## src/rtl/fpu_align_add_if.sv

```systemverilog
// Operation type and the handshake/operand bus of the FPU align-and-add stage.
// Master drives operands and accepts results; slave is the align/add stage.
package fpu_align_add_pkg;
    typedef enum logic {
        FPU_ADD = 1'b0,
        FPU_SUB = 1'b1
    } fpuOp_t;
endpackage

interface fpu_align_add_if #(
    parameter int unsigned BIT_WIDTH = 16,
    parameter int unsigned EXP_WIDTH = 5,
    parameter int unsigned SIG_WIDTH = 10
);
    import fpu_align_add_pkg::*;

    fpuOp_t                 op;
    logic [BIT_WIDTH-1:0]   a;
    logic [BIT_WIDTH-1:0]   b;
    logic                   inValid;
    logic                   inReady;
    logic                   outValid;
    logic                   outReady;
    logic                   outSign;
    logic [SIG_WIDTH:0]     extSigOut;
    logic [EXP_WIDTH-1:0]   adjExp;
    logic                   sticky;

    modport master (
        output op, a, b, inValid, outReady,
        input  inReady, outValid, outSign, extSigOut, adjExp, sticky
    );

    modport slave (
        input  op, a, b, inValid, outReady,
        output inReady, outValid, outSign, extSigOut, adjExp, sticky
    );
endinterface

```

## src/rtl/fpu_align_add.sv

```systemverilog
// Floating-point add/sub front end: swaps operands by magnitude, aligns the
// smaller significand one bit per cycle, adds, and hands off to a normalizer.
module fpu_align_add #(
    parameter int unsigned BIT_WIDTH = 16,
    parameter int unsigned EXP_WIDTH = 5,
    parameter int unsigned SIG_WIDTH = 10
) (
    input  logic            clock,
    input  logic            reset_n,
    fpu_align_add_if.slave  io
);
    import fpu_align_add_pkg::*;

    localparam int unsigned SW = SIG_WIDTH + 2;
    localparam int unsigned CW = $clog2(SW + 1);

    typedef enum logic [1:0] {
        IDLE  = 2'd0,
        ALIGN = 2'd1,
        ADD   = 2'd2,
        DONE  = 2'd3
    } state_t;

    state_t                 state_q, state_d;
    logic [SW-1:0]          sig_a_q, sig_a_d;
    logic [SW-1:0]          sig_b_q, sig_b_d;
    logic                   sign_a_q, sign_a_d;
    logic                   sign_b_q, sign_b_d;
    logic [CW-1:0]          count_q, count_d;
    logic [EXP_WIDTH-1:0]   adj_exp_q, adj_exp_d;
    logic                   sticky_q, sticky_d;
    logic                   out_sign_q, out_sign_d;
    logic [SIG_WIDTH:0]     ext_sig_q, ext_sig_d;
    logic                   in_ready_q, in_ready_d;
    logic                   out_valid_q, out_valid_d;

    logic [EXP_WIDTH-1:0]   exp_a, exp_b, exp_l, exp_s, exp_diff;
    logic [SW-1:0]          sig_a_in, sig_b_in, sig_l, sig_s;
    logic                   sign_b_eff, sign_l, sign_s, swap;
    logic [CW-1:0]          shift;
    logic [SW:0]            sum;

    // Operand unpack, denormal flush, magnitude swap and clamped shift count
    always_comb begin
        exp_a      = io.a[BIT_WIDTH-2 -: EXP_WIDTH];
        exp_b      = io.b[BIT_WIDTH-2 -: EXP_WIDTH];
        sig_a_in   = (exp_a == '0) ? '0 : {1'b1, io.a[SIG_WIDTH-1:0], 1'b0};
        sig_b_in   = (exp_b == '0) ? '0 : {1'b1, io.b[SIG_WIDTH-1:0], 1'b0};
        sign_b_eff = io.b[BIT_WIDTH-1] ^ (io.op == FPU_SUB);
        swap       = io.b[BIT_WIDTH-2:0] > io.a[BIT_WIDTH-2:0];
        exp_l      = swap ? exp_b      : exp_a;
        exp_s      = swap ? exp_a      : exp_b;
        sig_l      = swap ? sig_b_in   : sig_a_in;
        sig_s      = swap ? sig_a_in   : sig_b_in;
        sign_l     = swap ? sign_b_eff : io.a[BIT_WIDTH-1];
        sign_s     = swap ? io.a[BIT_WIDTH-1] : sign_b_eff;
        exp_diff   = exp_l - exp_s;
        shift      = (32'(exp_diff) > SW) ? CW'(SW) : CW'(exp_diff);
    end

    // Next-state and datapath updates
    always_comb begin
        state_d    = state_q;
        sig_a_d    = sig_a_q;
        sig_b_d    = sig_b_q;
        sign_a_d   = sign_a_q;
        sign_b_d   = sign_b_q;
        count_d    = count_q;
        adj_exp_d  = adj_exp_q;
        sticky_d   = sticky_q;
        out_sign_d = out_sign_q;
        ext_sig_d  = ext_sig_q;
        sum        = '0;

        case (state_q)
            IDLE: begin
                if (io.inValid) begin
                    sig_a_d   = sig_l;
                    sig_b_d   = sig_s;
                    sign_a_d  = sign_l;
                    sign_b_d  = sign_s;
                    count_d   = shift;
                    adj_exp_d = exp_l;
                    sticky_d  = 1'b0;
                    state_d   = (shift == '0) ? ADD : ALIGN;
                end
            end
            ALIGN: begin
                sig_b_d  = sig_b_q >> 1;
                sticky_d = sticky_q | sig_b_q[0];
                count_d  = count_q - CW'(1);
                if (count_q == CW'(1)) begin
                    state_d = ADD;
                end
            end
            ADD: begin
                // A holds the larger magnitude, so the difference is never negative
                if (sign_a_q == sign_b_q) begin
                    sum = {1'b0, sig_a_q} + {1'b0, sig_b_q};
                end else begin
                    sum = {1'b0, sig_a_q} - {1'b0, sig_b_q};
                end
                ext_sig_d  = sum[SW:2];
                sticky_d   = sticky_q | sum[1] | sum[0];
                out_sign_d = (sum == '0) ? 1'b0 : sign_a_q;
                state_d    = DONE;
            end
            DONE: begin
                if (io.outReady) begin
                    state_d = IDLE;
                end
            end
            default: state_d = IDLE;
        endcase

        in_ready_d  = (state_d == IDLE);
        out_valid_d = (state_d == DONE);
    end

    always_ff @(posedge clock or negedge reset_n) begin
        if (!reset_n) begin
            state_q     <= IDLE;
            sig_a_q     <= '0;
            sig_b_q     <= '0;
            sign_a_q    <= 1'b0;
            sign_b_q    <= 1'b0;
            count_q     <= '0;
            adj_exp_q   <= '0;
            sticky_q    <= 1'b0;
            out_sign_q  <= 1'b0;
            ext_sig_q   <= '0;
            in_ready_q  <= 1'b1;
            out_valid_q <= 1'b0;
        end else begin
            state_q     <= state_d;
            sig_a_q     <= sig_a_d;
            sig_b_q     <= sig_b_d;
            sign_a_q    <= sign_a_d;
            sign_b_q    <= sign_b_d;
            count_q     <= count_d;
            adj_exp_q   <= adj_exp_d;
            sticky_q    <= sticky_d;
            out_sign_q  <= out_sign_d;
            ext_sig_q   <= ext_sig_d;
            in_ready_q  <= in_ready_d;
            out_valid_q <= out_valid_d;
        end
    end

    assign io.inReady   = in_ready_q;
    assign io.outValid  = out_valid_q;
    assign io.outSign   = out_sign_q;
    assign io.extSigOut = ext_sig_q;
    assign io.adjExp    = adj_exp_q;
    assign io.sticky    = sticky_q;
endmodule

```

## src/flat_wrapper.sv

```systemverilog
// flat-port wrapper written by rule: the top's interface ports become plain ports
module fpu_align_add_flat import fpu_align_add_pkg::*;
#(
    parameter int unsigned BIT_WIDTH = 16,
    parameter int unsigned EXP_WIDTH = 5,
    parameter int unsigned SIG_WIDTH = 10
)
  (clock, reset_n, io_op, io_a, io_b, io_inValid, io_outReady, io_inReady, io_outValid, io_outSign, io_extSigOut, io_adjExp, io_sticky);
  fpu_align_add_if #(.BIT_WIDTH(BIT_WIDTH), .EXP_WIDTH(EXP_WIDTH), .SIG_WIDTH(SIG_WIDTH)) io_i ();
  input  logic clock;
  input  logic reset_n;
  input wire logic [$bits(io_i.op)-1:0] io_op;
  input wire logic [$bits(io_i.a)-1:0] io_a;
  input wire logic [$bits(io_i.b)-1:0] io_b;
  input wire logic [$bits(io_i.inValid)-1:0] io_inValid;
  input wire logic [$bits(io_i.outReady)-1:0] io_outReady;
  output wire logic [$bits(io_i.inReady)-1:0] io_inReady;
  output wire logic [$bits(io_i.outValid)-1:0] io_outValid;
  output wire logic [$bits(io_i.outSign)-1:0] io_outSign;
  output wire logic [$bits(io_i.extSigOut)-1:0] io_extSigOut;
  output wire logic [$bits(io_i.adjExp)-1:0] io_adjExp;
  output wire logic [$bits(io_i.sticky)-1:0] io_sticky;
  assign io_i.op = io_op;
  assign io_i.a = io_a;
  assign io_i.b = io_b;
  assign io_i.inValid = io_inValid;
  assign io_i.outReady = io_outReady;
  assign io_inReady = io_i.inReady;
  assign io_outValid = io_i.outValid;
  assign io_outSign = io_i.outSign;
  assign io_extSigOut = io_i.extSigOut;
  assign io_adjExp = io_i.adjExp;
  assign io_sticky = io_i.sticky;
  fpu_align_add #(.BIT_WIDTH(BIT_WIDTH), .EXP_WIDTH(EXP_WIDTH), .SIG_WIDTH(SIG_WIDTH)) u_core (.clock(clock), .reset_n(reset_n), .io(io_i));
endmodule
```

## config.mk

```make
export PLATFORM = sky130hd
export DESIGN_NAME = fpu_align_add_flat
export DESIGN_NICKNAME = d
export VERILOG_FILES = /design/src/rtl/fpu_align_add_if.sv /design/src/rtl/fpu_align_add.sv /design/src/flat_wrapper.sv
export SDC_FILE = /design/constraint.sdc
export NUM_CORES = 1
export LEC_CHECK = 0
export CORE_ASPECT_RATIO = 1.25
export CORE_UTILIZATION = 60
export DETAILED_ROUTE_END_ITERATION = 8
export HOLD_SLACK_MARGIN = 0.02
export MAX_ROUTING_LAYER = met4
export PLACE_DENSITY_LB_ADDON = 0.2
export SLEW_MARGIN = 10
export SYNTH_ARGS = -nofsm -noshare
export SYNTH_HDL_FRONTEND = slang
export SYNTH_SLANG_ARGS = --single-unit
```

## constraint.sdc

```tcl
create_clock -name clock -period 8.7 [get_ports clock]
set_clock_uncertainty 0.15 [all_clocks]
set_input_delay 0.87 -clock clock [delete_from_list [all_inputs] [get_ports clock]]
set_output_delay 0.87 -clock clock [all_outputs]
set_load 0.01 [all_outputs]
```

* After elaboration in Yosys (flattened, before gate mapping) *
Index checks and enable logic that the tools add are counted.

operators by class
  add/subtract/negate cells = 4
  $lt $le $gt $ge = 2
  eq/ne operators = 7
  muxes and demuxes = 23
  bitwise logic cells = 4
  reductions and logical operators = 11

operators by type and width
  cell                                                                             count
  12-bit 2-to-1 mux                                                                5
  13-bit 2-to-1 mux                                                                2
  12-bit case mux with 2 select lines                                              1
  15-bit greater-than comparator                                                   1
  12-bit by 12-bit adder with 13-bit output                                        1
  13-bit logical NOT                                                               1
  12-bit by 12-bit subtractor with 13-bit output                                   1
  5-bit logical NOT                                                                2
  5-bit 2-to-1 mux                                                                 2
  2-bit 2-to-1 mux                                                                 4
  4-bit 2-to-1 mux                                                                 2
  2-bit case mux with 4 select lines                                               1
  4-bit case mux with 2 select lines                                               1
  2-bit equality test, second input constant                                       3
  2-bit AND reduction                                                              3
  5-bit by 4-bit greater-than comparator with 1-bit output, second input constant  1
  5-bit subtractor                                                                 1
  4-bit by 1-bit equality test with 1-bit output, second input constant            1
  2-bit logical NOT                                                                2
  4-bit logical NOT                                                                1
  1-bit 2-to-1 mux                                                                 4
  4-bit by 1-bit subtractor with 4-bit output, second input constant               1
  1-bit OR                                                                         3
  1-bit case mux with 3 select lines                                               1
  6 further kinds                                                                  6

storage, ports and cells
  flip-flop bits (word level) = 52
  bits of input ports = 37
  output and inout bits = 20
  logic and storage cells = 63

* Longest topological paths before layout *
  depth after elaboration = 10
  gate-level depth with buffers = 15
  gate-level depth less buffers = 13

* Least setup slack after synthesis *
No wires, ideal clock.

  kind = input-to-reg
  start point = input port io_a[13]
  end point = register u_core.state_q[0]
  library setup time = 124 ps
  data arrival time = 3408 ps
  required time = 8426 ps
  setup slack = 5018 ps
  stages on the path = 14
  buffers on the path = 1
  cell sequence = inv_1 ha_1 buf_6 and4_4 nand4b_2 and3_4 a2111oi_4 nor2_1 ha_1 nand3_1 o211ai_1 nor4_1 o22ai_1 o31a_1

between the ends
  longest elaborated chain between the ends = 9
  elaborated cells on any way between the ends = 10
  those cells by class = add/sub (1); order compare (2); mux (6); reduce/logical (1)

RTL lines
  what                                                      RTL line                                  text
  start: declaration                                        flat_wrapper.sv:13                        input wire logic [$bits(io_i.a)-1:0] io_a;
  15-bit greater-than comparator                            fpu_align_add.sv:50                       swap = io.b[BIT_WIDTH-2:0] > io.a[BIT_WIDTH-2:0];
  5-bit 2-to-1 mux, on equally long branches                fpu_align_add.sv:51, fpu_align_add.sv:52
  5-bit subtractor *                                        fpu_align_add.sv:57                       exp_diff = exp_l - exp_s;
  5-bit by 4-bit greater-than comparator with 1-bit output  fpu_align_add.sv:58                       shift = (32'(exp_diff) > SW) ? CW'(SW) : CW'(exp_diff);
  4-bit 2-to-1 mux *                                        fpu_align_add.sv:58
  4-bit logical NOT *                                       fpu_align_add.sv:85                       state_d = (shift == '0) ? ADD : ALIGN;
  2-bit 2-to-1 mux *                                        fpu_align_add.sv:85
  2-bit 2-to-1 mux *                                        fpu_align_add.sv:77                       if (io.inValid) begin
  2-bit case mux with 4 select lines *                      fpu_align_add.sv:75                       case (state_q)
  named net u_core.state_d[0]                               fpu_align_add.sv:24                       state_t state_q, state_d;
  end signal: assignment                                    fpu_align_add.sv:135                      state_q <= state_d;
  end: declaration                                          fpu_align_add.sv:24

The timed path passes the listed nets; every way through them passes the cells marked *.
A chain may end at the register's enable or synchronous reset.

* Worst setup path after layout *
  start point = input port io_a[12]
  end point = register u_core.state_q[0]

The elaborated chain is that of the path after synthesis.

==> reports/qor.yml <==
outcome: "complete, no violations"
tightest_slew_ns: 1.14
path_cells: "clkdlybuf4s50_1, inv_1, ha_1, and4_4, a21oi_2, nand3_1, o21ai_2, a22o_1, a311o_1, o22ai_1, o31a_1"
layout.nets: 611
synth_top_area_share_pct: 30.6
multiInputGateArea_um2: 2570
synth_mux_area_share_pct: 3.22
worstSetupPathType: "in -> reg"
hp-class: "reg -> reg"
synth_compound_area_share_pct: 22.8
grt_pass1_wl_um: 16100
drt_iter0_drc: 222
post-cts-setup-buffers: 0
ys_seq_elements: 51
fill_cells: 500
clock.fmax_mhz: 229
grt_overflow: 0
clock_latency_ns: 0.31
finalWirelength_um: 9870
io_pins: 57
whs_ns: 0.336
place_hpwl_um: 7640
start_util_pct: 62.2
n_antenna_cell: 0
fin_tns_setup_ns: 0
setup.worst_path.end_class: "register"
crit_required_ns: 8.75
setup_ws_ns: 4.33
period_needed_ns: 4.37
fin_util_pct: 72.7
clkTransAtPathRegs_ns: 0.10
ys.flop_type: "dfrtp_1"
vias: 3751
cts_made_buffers: 5
syn2layout_area_growth_pct: 16.9
yosysTopAreaCell: "dfrtp_1"
synth_area_leaders: "dfrtp_1 31%, ha_1 10%, a21oi_1 5.8%, o21ai_0 5.0%, nand2_1 4.7%"
layout-drive-gt1-share_pct: 7.41
htreeDepth: 2
die_y_um: 94.2
start_kind: "input port"
dr.pass1.iters: 6
power.total_mw: 1.82
drv_cap: 0
drt_drc_violations_left: 0
fin_crit_sh_pct: 50.2
setup_viol: 0
cts-root-buf: "clkbuf_8"
cp_top_family: "compound AO/OA/AOI/OAI gates"
cp_slowest_cell: "o21ai_2"
synthCells: 498
cts_sinks: 51
synth-xor-area-share_pct: 4.93
viasPerCell: 5.98
io_buffers: 56
synthArstFlopShare_pct: 100
die_w_um: 75.8
yosysSeqAreaShare_pct: 31.3
syn_avg_cell_area_um2: 8.20
synth-edff-count: 0
netlist_area_um2: 4080
track_usage_pct: 30.2
dp_slack_ns: 4.09
antenna_left: 0
cp_num_buf_inv: 2
p_per_area_nw_per_um2: 382
die_area_um2: 7140
cts_buffer_depth: 2
synth_cell_types: 69
yosysWarningCount: 0
peakVddDrop_uv: 200
grt_max_degree: 52
antenna_found_initial: 0
hold_buffers: 0
drv_slew: 0
rsz0062_at_grt: "false"
core_um2: 6570
syn_nets: 570
path_max_fanout: 25
slew-limit-headroom_pct: 23.7
grt_pass1_vias: 3579
seq_area_um2: 1280
synth_simple_gate_area_share_pct: 21.0
synth_top_family_by_area: "compound AO/OA/AOI/OAI gates"
rows: 33
wire_per_inst_um: 15.7
gp_congestion: 0.936
slowest_delay_ns: 0.86
hold_viol_final: 0
cts-resized-gates: 0
cp_data_arrival_time_ns: 4.42
cts_tree: "done"
synthAdderAreaFrac_pct: 10.9
cellLeakagePower_nw: 2.14
Yosys cell counts, types with 2 or more instances:
cell	n
a211oi_1	2
a21o_1	4
a21oi_1	47
a21oi_2	2
a22o_1	2
a31oi_1	12
and2_1	2
and3_1	11
and4_1	2
and4_4	2
buf_1	2
clkbuf_1	20
dfrtp_1	50
ha_1	34
inv_1	32
mux2_2	9
mux2i_1	3
nand2_1	51
nand2b_1	2
nand3_1	29
nand4_1	4
nor2_1	37
nor2b_1	4
nor3_1	12
nor3b_1	3
nor4_1	4
o2111ai_1	2
o211ai_1	2
o21ai_0	41
o21ai_2	2
o21bai_1	2
o22ai_1	4
o31a_1	3
o31ai_1	3
or3_1	2
xnor2_1	15
xor2_1	8
per-stage QoR:
step / instance area, um^2 / instances
after floorplan: 4080 / 498
after global placement: 4650 / 619
after detailed placement: 4650 / 619
after CTS: 4770 / 627
after global routing: 4770 / 627
final: 4770 / 627
path summary, 6_finish.rpt:
kind / from / to / slack [ns] / cells after the start
max in group asynchronous: reset_n / u_core.state_q[1] / 7.44 / 2
min in group asynchronous: reset_n / u_core.io.outSign / 0.51 / 2
worst max-delay path: io_a[12] / u_core.state_q[0] / 4.33 / 11
worst min-delay path: u_core.io.adjExp[0] / u_core.io.adjExp[0] / 0.34 / 2
worst max register to register: u_core.sign_b_q / u_core.io.outSign / 4.79 / 13
worst min register to register: u_core.io.adjExp[0] / u_core.io.adjExp[0] / 0.34 / 2
routing by layer:
| metal | GRT usage (%) | vias up | wire (um) |
|---|---|---|---|
| met5 | - | - | 0 |
| met4 | 11.7 | 0 | 296 |
| met3 | 3.43 | 26 | 290 |
| met2 | 53.2 | 103 | 5210 |
| met1 | 34.2 | 1763 | 4070 |
| li1 | - | 1859 | - |
report_power, final:
| part | leakage, nW | internal, mW | switching, mW |
|---|---|---|---|
| registers | 0.633 | 0.350 | 0.0858 |
| clock network | 0.0618 | 0.0948 | 0.0871 |
| logic | 1.44 | 0.550 | 0.653 |
| total | 2.14 | 0.996 | 0.826 |
layout by cell type (no fill, tap or decap), types with 3 or more instances in the layout:
cell type        netlist  routed
a21o_1                 4       4
o21ai_0               41      41
nand4_1                4       4
xnor2_1               15      15
buf_4                  0       3
nor2_1                37      37
xor2_1                 8       8
o31ai_1                3       3
and3_1                11      11
inv_1                 32      32
o31a_1                 3       3
nor2b_1                4       4
nand2_1               51      51
clkdlybuf4s50_1        0      55
mux2_2                 9       9
nor3b_1                3       3
a21oi_1               47      47
a31oi_1               12      12
mux2i_1                3       3
ha_1                  34      34
o22ai_1                4       4
nand3_1               29      29
clkbuf_8               0       6
dfrtp_1               50      50
nor4_1                 4       4
nor3_1                12      12
worst register-to-register path, cell delays in order (launching register included):
cell and delay [ns]:
dfrtp_1 0.41, xnor2_1 0.20, buf_4 0.22, mux2_2 0.35, ha_1 0.22, fa_1 0.43, a21o_1 0.18, a21oi_1 0.24
o211ai_1 0.18, nand2_1 0.10, xnor2_1 0.07, nor4_1 0.47, nor4bb_1 0.41, o22ai_1 0.15
kinds of logic (layout without fill, tap and decap cells):
group	count (synthesis)	count (layout)
muxes	12	12
buffers and inverters	57	99
AOI/OAI and AO/OA	147	147
DFF	51	51
and+or+nand+nor	173	173
adders and majority gates	35	35
xor gates and xnor gates	23	23
sequential cells by signal (all words and copies together) (netlist names):
name and count:
u_core.io.sticky 1, u_core.io.adjExp 5, u_core.sig_a_q 11, u_core.io.inReady 1
u_core.state_q 2, u_core.io.outSign 1, u_core.io.extSigOut 11, u_core.sig_b_q 12
u_core.count_q 4, u_core.io.outValid 1, u_core.sign_a_q 1, u_core.sign_b_q 1
cell type report:
class	instances	share of cell area (%)
clock buffer	6	1.73
clock inverter	2	0.813
inverter	32	2.52
multi-input combinational	390	53.8
sequential	51	26.8
tap	87	2.28
timing repair buffer	59	12.1
(Power assumes the default switching activity.)
